File: src/rtl/seq_divider_if.sv
// Handshake/data bundle for seq_divider.
//   ena          requester -> divider  level enable/start
//   A, B         requester -> divider  dividend, divisor
//   Q, R         divider -> requester  quotient, remainder (registered)
//   done         divider -> requester  result valid (registered)
//   div_by_zero  divider -> requester  last operation had B==0 (registered)
//   state        divider -> requester  FSM state code for display
interface seq_divider_if #(
    parameter int unsigned WIDTH = 4
);
    logic             ena;
    logic [WIDTH-1:0] A;
    logic [WIDTH-1:0] B;
    logic [WIDTH-1:0] Q;
    logic [WIDTH-1:0] R;
    logic             done;
    logic             div_by_zero;
    logic [3:0]       state;

    modport master (
        output ena, A, B,
        input  Q, R, done, div_by_zero, state
    );

    modport slave (
        input  ena, A, B,
        output Q, R, done, div_by_zero, state
    );
endinterface

File: src/rtl/seq_divider.sv
// Sequential restoring unsigned divider, one quotient bit per clock.
// Ports:
//   clk  system clock
//   rst  synchronous active-high reset, priority over everything
//   bus  seq_divider_if slave: ena/A/B in; Q/R/done/div_by_zero/state out
// State codes: IDLE=0, LOAD=1, ITER=2, DONE=3, DIVZ=4; others recover to IDLE.
module seq_divider #(
    parameter int unsigned WIDTH = 4
) (
    input logic          clk,
    input logic          rst,
    seq_divider_if.slave bus
);
    localparam int unsigned CntW = $clog2(WIDTH + 1);

    typedef enum logic [3:0] {
        StIdle = 4'd0,
        StLoad = 4'd1,
        StIter = 4'd2,
        StDone = 4'd3,
        StDivz = 4'd4
    } state_e;

    state_e           state_q;
    logic [WIDTH-1:0] dvd_q;
    logic [WIDTH-1:0] dvs_q;
    logic [WIDTH:0]   rem_q;
    logic [CntW-1:0]  cnt_q;
    logic [WIDTH-1:0] q_q;
    logic [WIDTH-1:0] r_q;
    logic             done_q;
    logic             dbz_q;

    // One restoring step: shift the next dividend bit into the partial remainder,
    // subtract the divisor if it fits, and shift the resulting quotient bit into dvd.
    logic [WIDTH:0]   iter_t;
    logic             iter_ge;
    logic [WIDTH:0]   iter_rem;
    logic [WIDTH-1:0] iter_dvd;

    always_comb begin
        iter_t   = {rem_q[WIDTH-1:0], dvd_q[WIDTH-1]};
        iter_ge  = (iter_t >= {1'b0, dvs_q});
        iter_rem = iter_ge ? (iter_t - {1'b0, dvs_q}) : iter_t;
        iter_dvd = {dvd_q[WIDTH-2:0], iter_ge};
    end

    always_ff @(posedge clk) begin
        if (rst) begin
            state_q <= StIdle;
            dvd_q   <= '0;
            dvs_q   <= '0;
            rem_q   <= '0;
            cnt_q   <= '0;
            q_q     <= '0;
            r_q     <= '0;
            done_q  <= 1'b0;
            dbz_q   <= 1'b0;
        end else begin
            case (state_q)
                StIdle: begin
                    done_q <= 1'b0;
                    if (bus.ena) begin
                        state_q <= StLoad;
                    end
                end
                StLoad: begin
                    dvd_q <= bus.A;
                    dvs_q <= bus.B;
                    rem_q <= '0;
                    cnt_q <= CntW'(WIDTH);
                    if (bus.B == '0) begin
                        // Divide-by-zero result is published on this same edge.
                        state_q <= StDivz;
                        q_q     <= '1;
                        r_q     <= bus.A;
                        done_q  <= 1'b1;
                        dbz_q   <= 1'b1;
                    end else begin
                        state_q <= StIter;
                    end
                end
                StIter: begin
                    dvd_q <= iter_dvd;
                    rem_q <= iter_rem;
                    cnt_q <= cnt_q - 1'b1;
                    if (cnt_q == CntW'(1)) begin
                        // Last step: publish the freshly computed quotient/remainder.
                        state_q <= StDone;
                        q_q     <= iter_dvd;
                        r_q     <= iter_rem[WIDTH-1:0];
                        done_q  <= 1'b1;
                        dbz_q   <= 1'b0;
                    end
                end
                StDone, StDivz: begin
                    // A held ena parks here; it must drop before a new run starts.
                    if (!bus.ena) begin
                        state_q <= StIdle;
                        done_q  <= 1'b0;
                    end
                end
                default: begin
                    state_q <= StIdle;
                    done_q  <= 1'b0;
                end
            endcase
        end
    end

    assign bus.Q           = q_q;
    assign bus.R           = r_q;
    assign bus.done        = done_q;
    assign bus.div_by_zero = dbz_q;
    assign bus.state       = state_q;

endmodule

File: src/flat_wrapper.sv
// flat-port wrapper written by rule: the top's interface ports become plain ports
module seq_divider_flat 
#(
    parameter int unsigned WIDTH = 4
)
  (clk, rst, bus_ena, bus_A, bus_B, bus_Q, bus_R, bus_done, bus_div_by_zero, bus_state);
  seq_divider_if #(.WIDTH(WIDTH)) bus_i ();
  input logic clk;
  input logic rst;
  input wire logic [$bits(bus_i.ena)-1:0] bus_ena;
  input wire logic [$bits(bus_i.A)-1:0] bus_A;
  input wire logic [$bits(bus_i.B)-1:0] bus_B;
  output wire logic [$bits(bus_i.Q)-1:0] bus_Q;
  output wire logic [$bits(bus_i.R)-1:0] bus_R;
  output wire logic [$bits(bus_i.done)-1:0] bus_done;
  output wire logic [$bits(bus_i.div_by_zero)-1:0] bus_div_by_zero;
  output wire logic [$bits(bus_i.state)-1:0] bus_state;
  assign bus_i.ena = bus_ena;
  assign bus_i.A = bus_A;
  assign bus_i.B = bus_B;
  assign bus_Q = bus_i.Q;
  assign bus_R = bus_i.R;
  assign bus_done = bus_i.done;
  assign bus_div_by_zero = bus_i.div_by_zero;
  assign bus_state = bus_i.state;
  seq_divider #(.WIDTH(WIDTH)) u_core (.clk(clk), .rst(rst), .bus(bus_i));
endmodule
File: config.mk
export PLATFORM = sky130hd
export DESIGN_NAME = seq_divider_flat
export DESIGN_NICKNAME = d
export VERILOG_FILES = /design/src/rtl/seq_divider_if.sv /design/src/rtl/seq_divider.sv /design/src/flat_wrapper.sv
export SDC_FILE = /design/constraint.sdc
export NUM_CORES = 1
export LEC_CHECK = 0
export CORE_MARGIN = 4
export CORE_UTILIZATION = 56
export CTS_CLUSTER_DIAMETER = 60
export DETAILED_ROUTE_END_ITERATION = 12
export HOLD_SLACK_MARGIN = 0.02
export PLACE_DENSITY = 0.91
export SYNTH_ARGS = -nofsm -noshare
export SYNTH_HDL_FRONTEND = slang
export SYNTH_SLANG_ARGS = --single-unit
export TNS_END_PERCENT = 10
File: constraint.sdc
create_clock -name clk -period 4.3 [get_ports clk]
set_input_delay 0.86 -clock clk [delete_from_list [all_inputs] [get_ports clk]]
set_output_delay 0.86 -clock clk [all_outputs]
set_load 0.05 [all_outputs]
==> impl_metrics.py <==
metrics = {
    "run_status": {
        "status": "complete, no violations",
    },
    "sta": {
        "fmax_mhz": 352.6,
        "finalSetupViolations": 0,
        "setup_tns_ns": 0,
        "final_hold_viol_count": 0,
        "relSlewSlack_pct": 29.73,
        "period_minus_slack_ns": 2.836,
        "drv_slew": 0,
        "finClkSkew_ns": 0.003590,
        "timing.final.crit_share_pct": 65.96,
        "worst_pin_slew_ns": 1.051,
        "rsz0062_at_grt": "false",
    },
    "clock_network": {
        "cts-root-buf": "clkbuf_4",
        "htree_levels": 1,
        "cts_made_buffers": 3,
        "clkTransAtPathRegs_ns": 0.15,
        "cts_buffer_depth": 2,
        "holdBufCountCts": 0,
        "cts_sinks": 28,
        "cts_setup_buffers": 0,
        "insertion_delay_ns": 0.33,
        "cts_resized": 0,
        "cts_tree": "built",
    },
    "route": {
        "drt-initial-drc-count": 47,
        "wl_per_cell_um": 14.28,
        "detail-route-antenna-nets": 0,
        "vias": 1315,
        "first_pass_iters": 4,
        "via_per_inst": 5.923,
        "drt-total-wl_mm": 3.171,
        "drcViolationCount": 0,
    },
    "grt": {
        "grt_pass1_vias": 1228,
        "grt_antenna_before_repair": 0,
        "grt_pass1_wl_mm": 5.299,
        "grt_max_degree": 29,
        "grt-ovfl-total": 0,
        "grtUsageTotal_pct": 19.47,
    },
    "hold_path": {
        "holdPathStages": 2,
        "hold_path_class": "reg -> reg",
        "min_from": "u_core.dvs_q[3]",
        "whs_endpoint": "u_core.dvs_q[3]",
    },
    "critical_path": {
        "r2r_cells": 5,
        "path_cells": "clkdlybuf4s50_1",
        "crit_slowest_cell": "clkdlybuf4s50_1",
        "worst-setup-path-type": "reg -> out",
        "critPathMaxFanout": 16,
        "crit_path_start_kind": "flip-flop",
        "max_stage_delay_ns": 0.92,
        "end_kind": "output pin",
        "cp_data_arrival_time_ns": 1.98,
        "worstPathRequired_ns": 3.44,
        "r2r_end": "u_core.bus.R[3]",
        "r2r-start": "u_core.bus.state[2]",
        "cp_top_family": "buffers and inverters",
        "critPathBufInv": 1,
        "rrSetupSlack_ns": 2.14,
    },
    "finish": {
        "postLayoutCellArea_um2": 1755,
        "fill_cells": 213,
        "n_antenna_cell": 0,
        "final_common_cell": "dfxtp_1",
        "area_growth_pct": 17.70,
        "fin_nets": 211,
        "final_cell_mix": "28 x dfxtp_1, 23 x nor2_1, 23 x clkdlybuf4s50_1",
        "layout-drive-gt1-share_pct": 10.42,
    },
    "die": {
        "core_area_um2": 2500,
        "die-width_um": 59.61,
        "num_rows": 18,
        "die-area_um2": 3553,
        "io-pin-count": 25,
        "start_util_pct": 59.66,
        "die_h_um": 59.61,
    },
    "logic_synthesis": {
        "synth_seq_area_share_pct": 37.58,
        "syn_area_um2": 1491,
        "synth_nets": 193,
        "netlist_instances": 175,
        "synth_cell_type_count": 38,
        "synth_warnings": 0,
        "synth_seq_cells": 28,
        "synth_area_per_cell_um2": 8.522,
    },
    "power": {
        "p_leak_nw": 0.6033,
        "vdd_drop_max_mv": 0.3078,
        "p_per_area_nw_per_um2": 347.9,
    },
    "place": {
        "gp_congestion": 0.8565,
        "dp_hpwl_mm": 2.416,
        "place_area_um2": 1703,
        "portBuffers": 23,
    },
    "run": {
        "cap_violations": 0,
    },
}
## synthesized netlist by cell type
| cell | number | share of area [%] |
|---|---|---|
| dfxtp_1 | 28 | 38 |
| a221oi_2 | 1 | 1.0 |
| a21o_1 | 1 | 0.50 |
| nand3_1 | 3 | 1.0 |
| or2_1 | 1 | 0.42 |
| xnor2_1 | 1 | 0.59 |
| a21o_4 | 1 | 1.0 |
| nor2b_1 | 1 | 0.42 |
| nand2b_1 | 6 | 2.5 |
| fa_1 | 1 | 1.3 |
| or4_4 | 1 | 0.75 |
| a311oi_1 | 6 | 3.5 |
| nor3_1 | 5 | 1.7 |
| a211oi_1 | 7 | 3.5 |
| ha_1 | 6 | 5.0 |
| a21oi_1 | 17 | 5.7 |
| a21oi_2 | 2 | 1.2 |
| and2_4 | 1 | 0.59 |
| buf_2 | 3 | 1.0 |
| clkbuf_4 | 1 | 0.50 |
| a211oi_2 | 1 | 0.84 |
| nor4_4 | 1 | 1.4 |
| nand3b_1 | 1 | 0.50 |
| a31oi_1 | 3 | 1.3 |
| and3_1 | 1 | 0.42 |
| a311oi_2 | 2 | 2.0 |
| o21ai_0 | 8 | 2.7 |
| inv_1 | 9 | 2.3 |
| conb_1 | 1 | 0.25 |
| nor2_1 | 23 | 5.8 |
| buf_4 | 1 | 0.50 |
| a21oi_4 | 2 | 2.2 |
| clkbuf_1 | 4 | 1.0 |
| buf_6 | 1 | 0.75 |
| nand2_1 | 20 | 5.0 |
| nand3_2 | 1 | 0.67 |
| o211ai_2 | 2 | 1.7 |
| nor3b_2 | 1 | 0.84 |
## layout make-up
cell class	count	area, um2	share of cell area [%]
Multi-Input combinational cell	128	840.8	47.90
Sequential cell	28	560.5	31.93
Timing Repair Buffer	23	230.2	13.11
Tap cell	30	37.54	2.138
Inverter	9	33.78	1.924
Clock inverter	1	30.03	1.711
Clock buffer	3	22.52	1.283
## cells by family (layout without fill, tap and decap cells)
group	Yosys count	after routing	share of synthesized area [%]
AO/OA/AOI/OAI	53	53	27.10
XOR/XNOR	1	1	0.5874
adder cells (fa/ha/maj)	7	7	6.376
buffers and inverters	19	36	6.040
flip-flops	28	28	37.58
other	1	1	0.2514
AND/OR/NAND/NOR	66	66	22.06
## where the power goes
part | switching (mW) | leakage (nW) | internal [mW]
clock | 0.0786 | 0.0279 | 0.0943
combinational | 0.0879 | 0.347 | 0.0584
sequential | 0.0155 | 0.228 | 0.276
total | 0.182 | 0.603 | 0.429
## metrics by stage
step | hold WS (ns) | power [mW] | util, % | cells | setup slack, ns
global route | 0.5221 | 0.6396 | 70.22 | 222 | 1.397
detailed placement | 0.4639 | 0.4432 | 68.12 | 218 | 1.565
floorplan | 0.4394 | 0.4056 | - | 175 | 2.285
global placement | 0.4604 | 0.4377 | 68.12 | 218 | 1.645
CTS | 0.4878 | 0.6150 | 70.22 | 222 | 1.468
finish | 0.4844 | 0.6107 | 70.22 | 222 | 1.464
## layer usage
layer  routed length, um  global-route usage [%]  vias to the layer above
li1                    -                       -                      652
met1                1458                   23.20                      632
met2                1536                   35.57                       27
met3                 142                   3.050                        4
met4                  34                   5.696                        0
met5                   0                       0                        -
## registers in the layout, summed over array words and instances (netlist names)
name,flops
u_core.dvs_q,4
u_core.bus.div_by_zero,1
u_core.bus.R,4
u_core.cnt_q,3
u_core.bus.done,1
u_core.bus.state,3
u_core.bus.Q,4
u_core.rem_q,4
u_core.dvd_q,4
## how the worst max path moves through the flow
| stage | startpoint | end | cells past startpoint | slack, ns |
|---|---|---|---|---|
| 3_5_place_dp | bus_B[0] | u_core.bus.R[1] | 6 | 1.56 |
| 3_3_place_gp | bus_B[0] | u_core.bus.R[3] | 6 | 1.65 |
| 6_report | u_core.bus.state[2] | bus_state[2] | 1 | 1.46 |
| 2_1_floorplan | bus_B[0] | u_core.bus.Q[1] | 6 | 2.29 |
| 5_1_grt | u_core.bus.state[2] | bus_state[2] | 1 | 1.40 |
| 4_1_cts | u_core.bus.state[2] | bus_state[2] | 1 | 1.47 |
No activity file was read; power rests on OpenSTA's default activity.
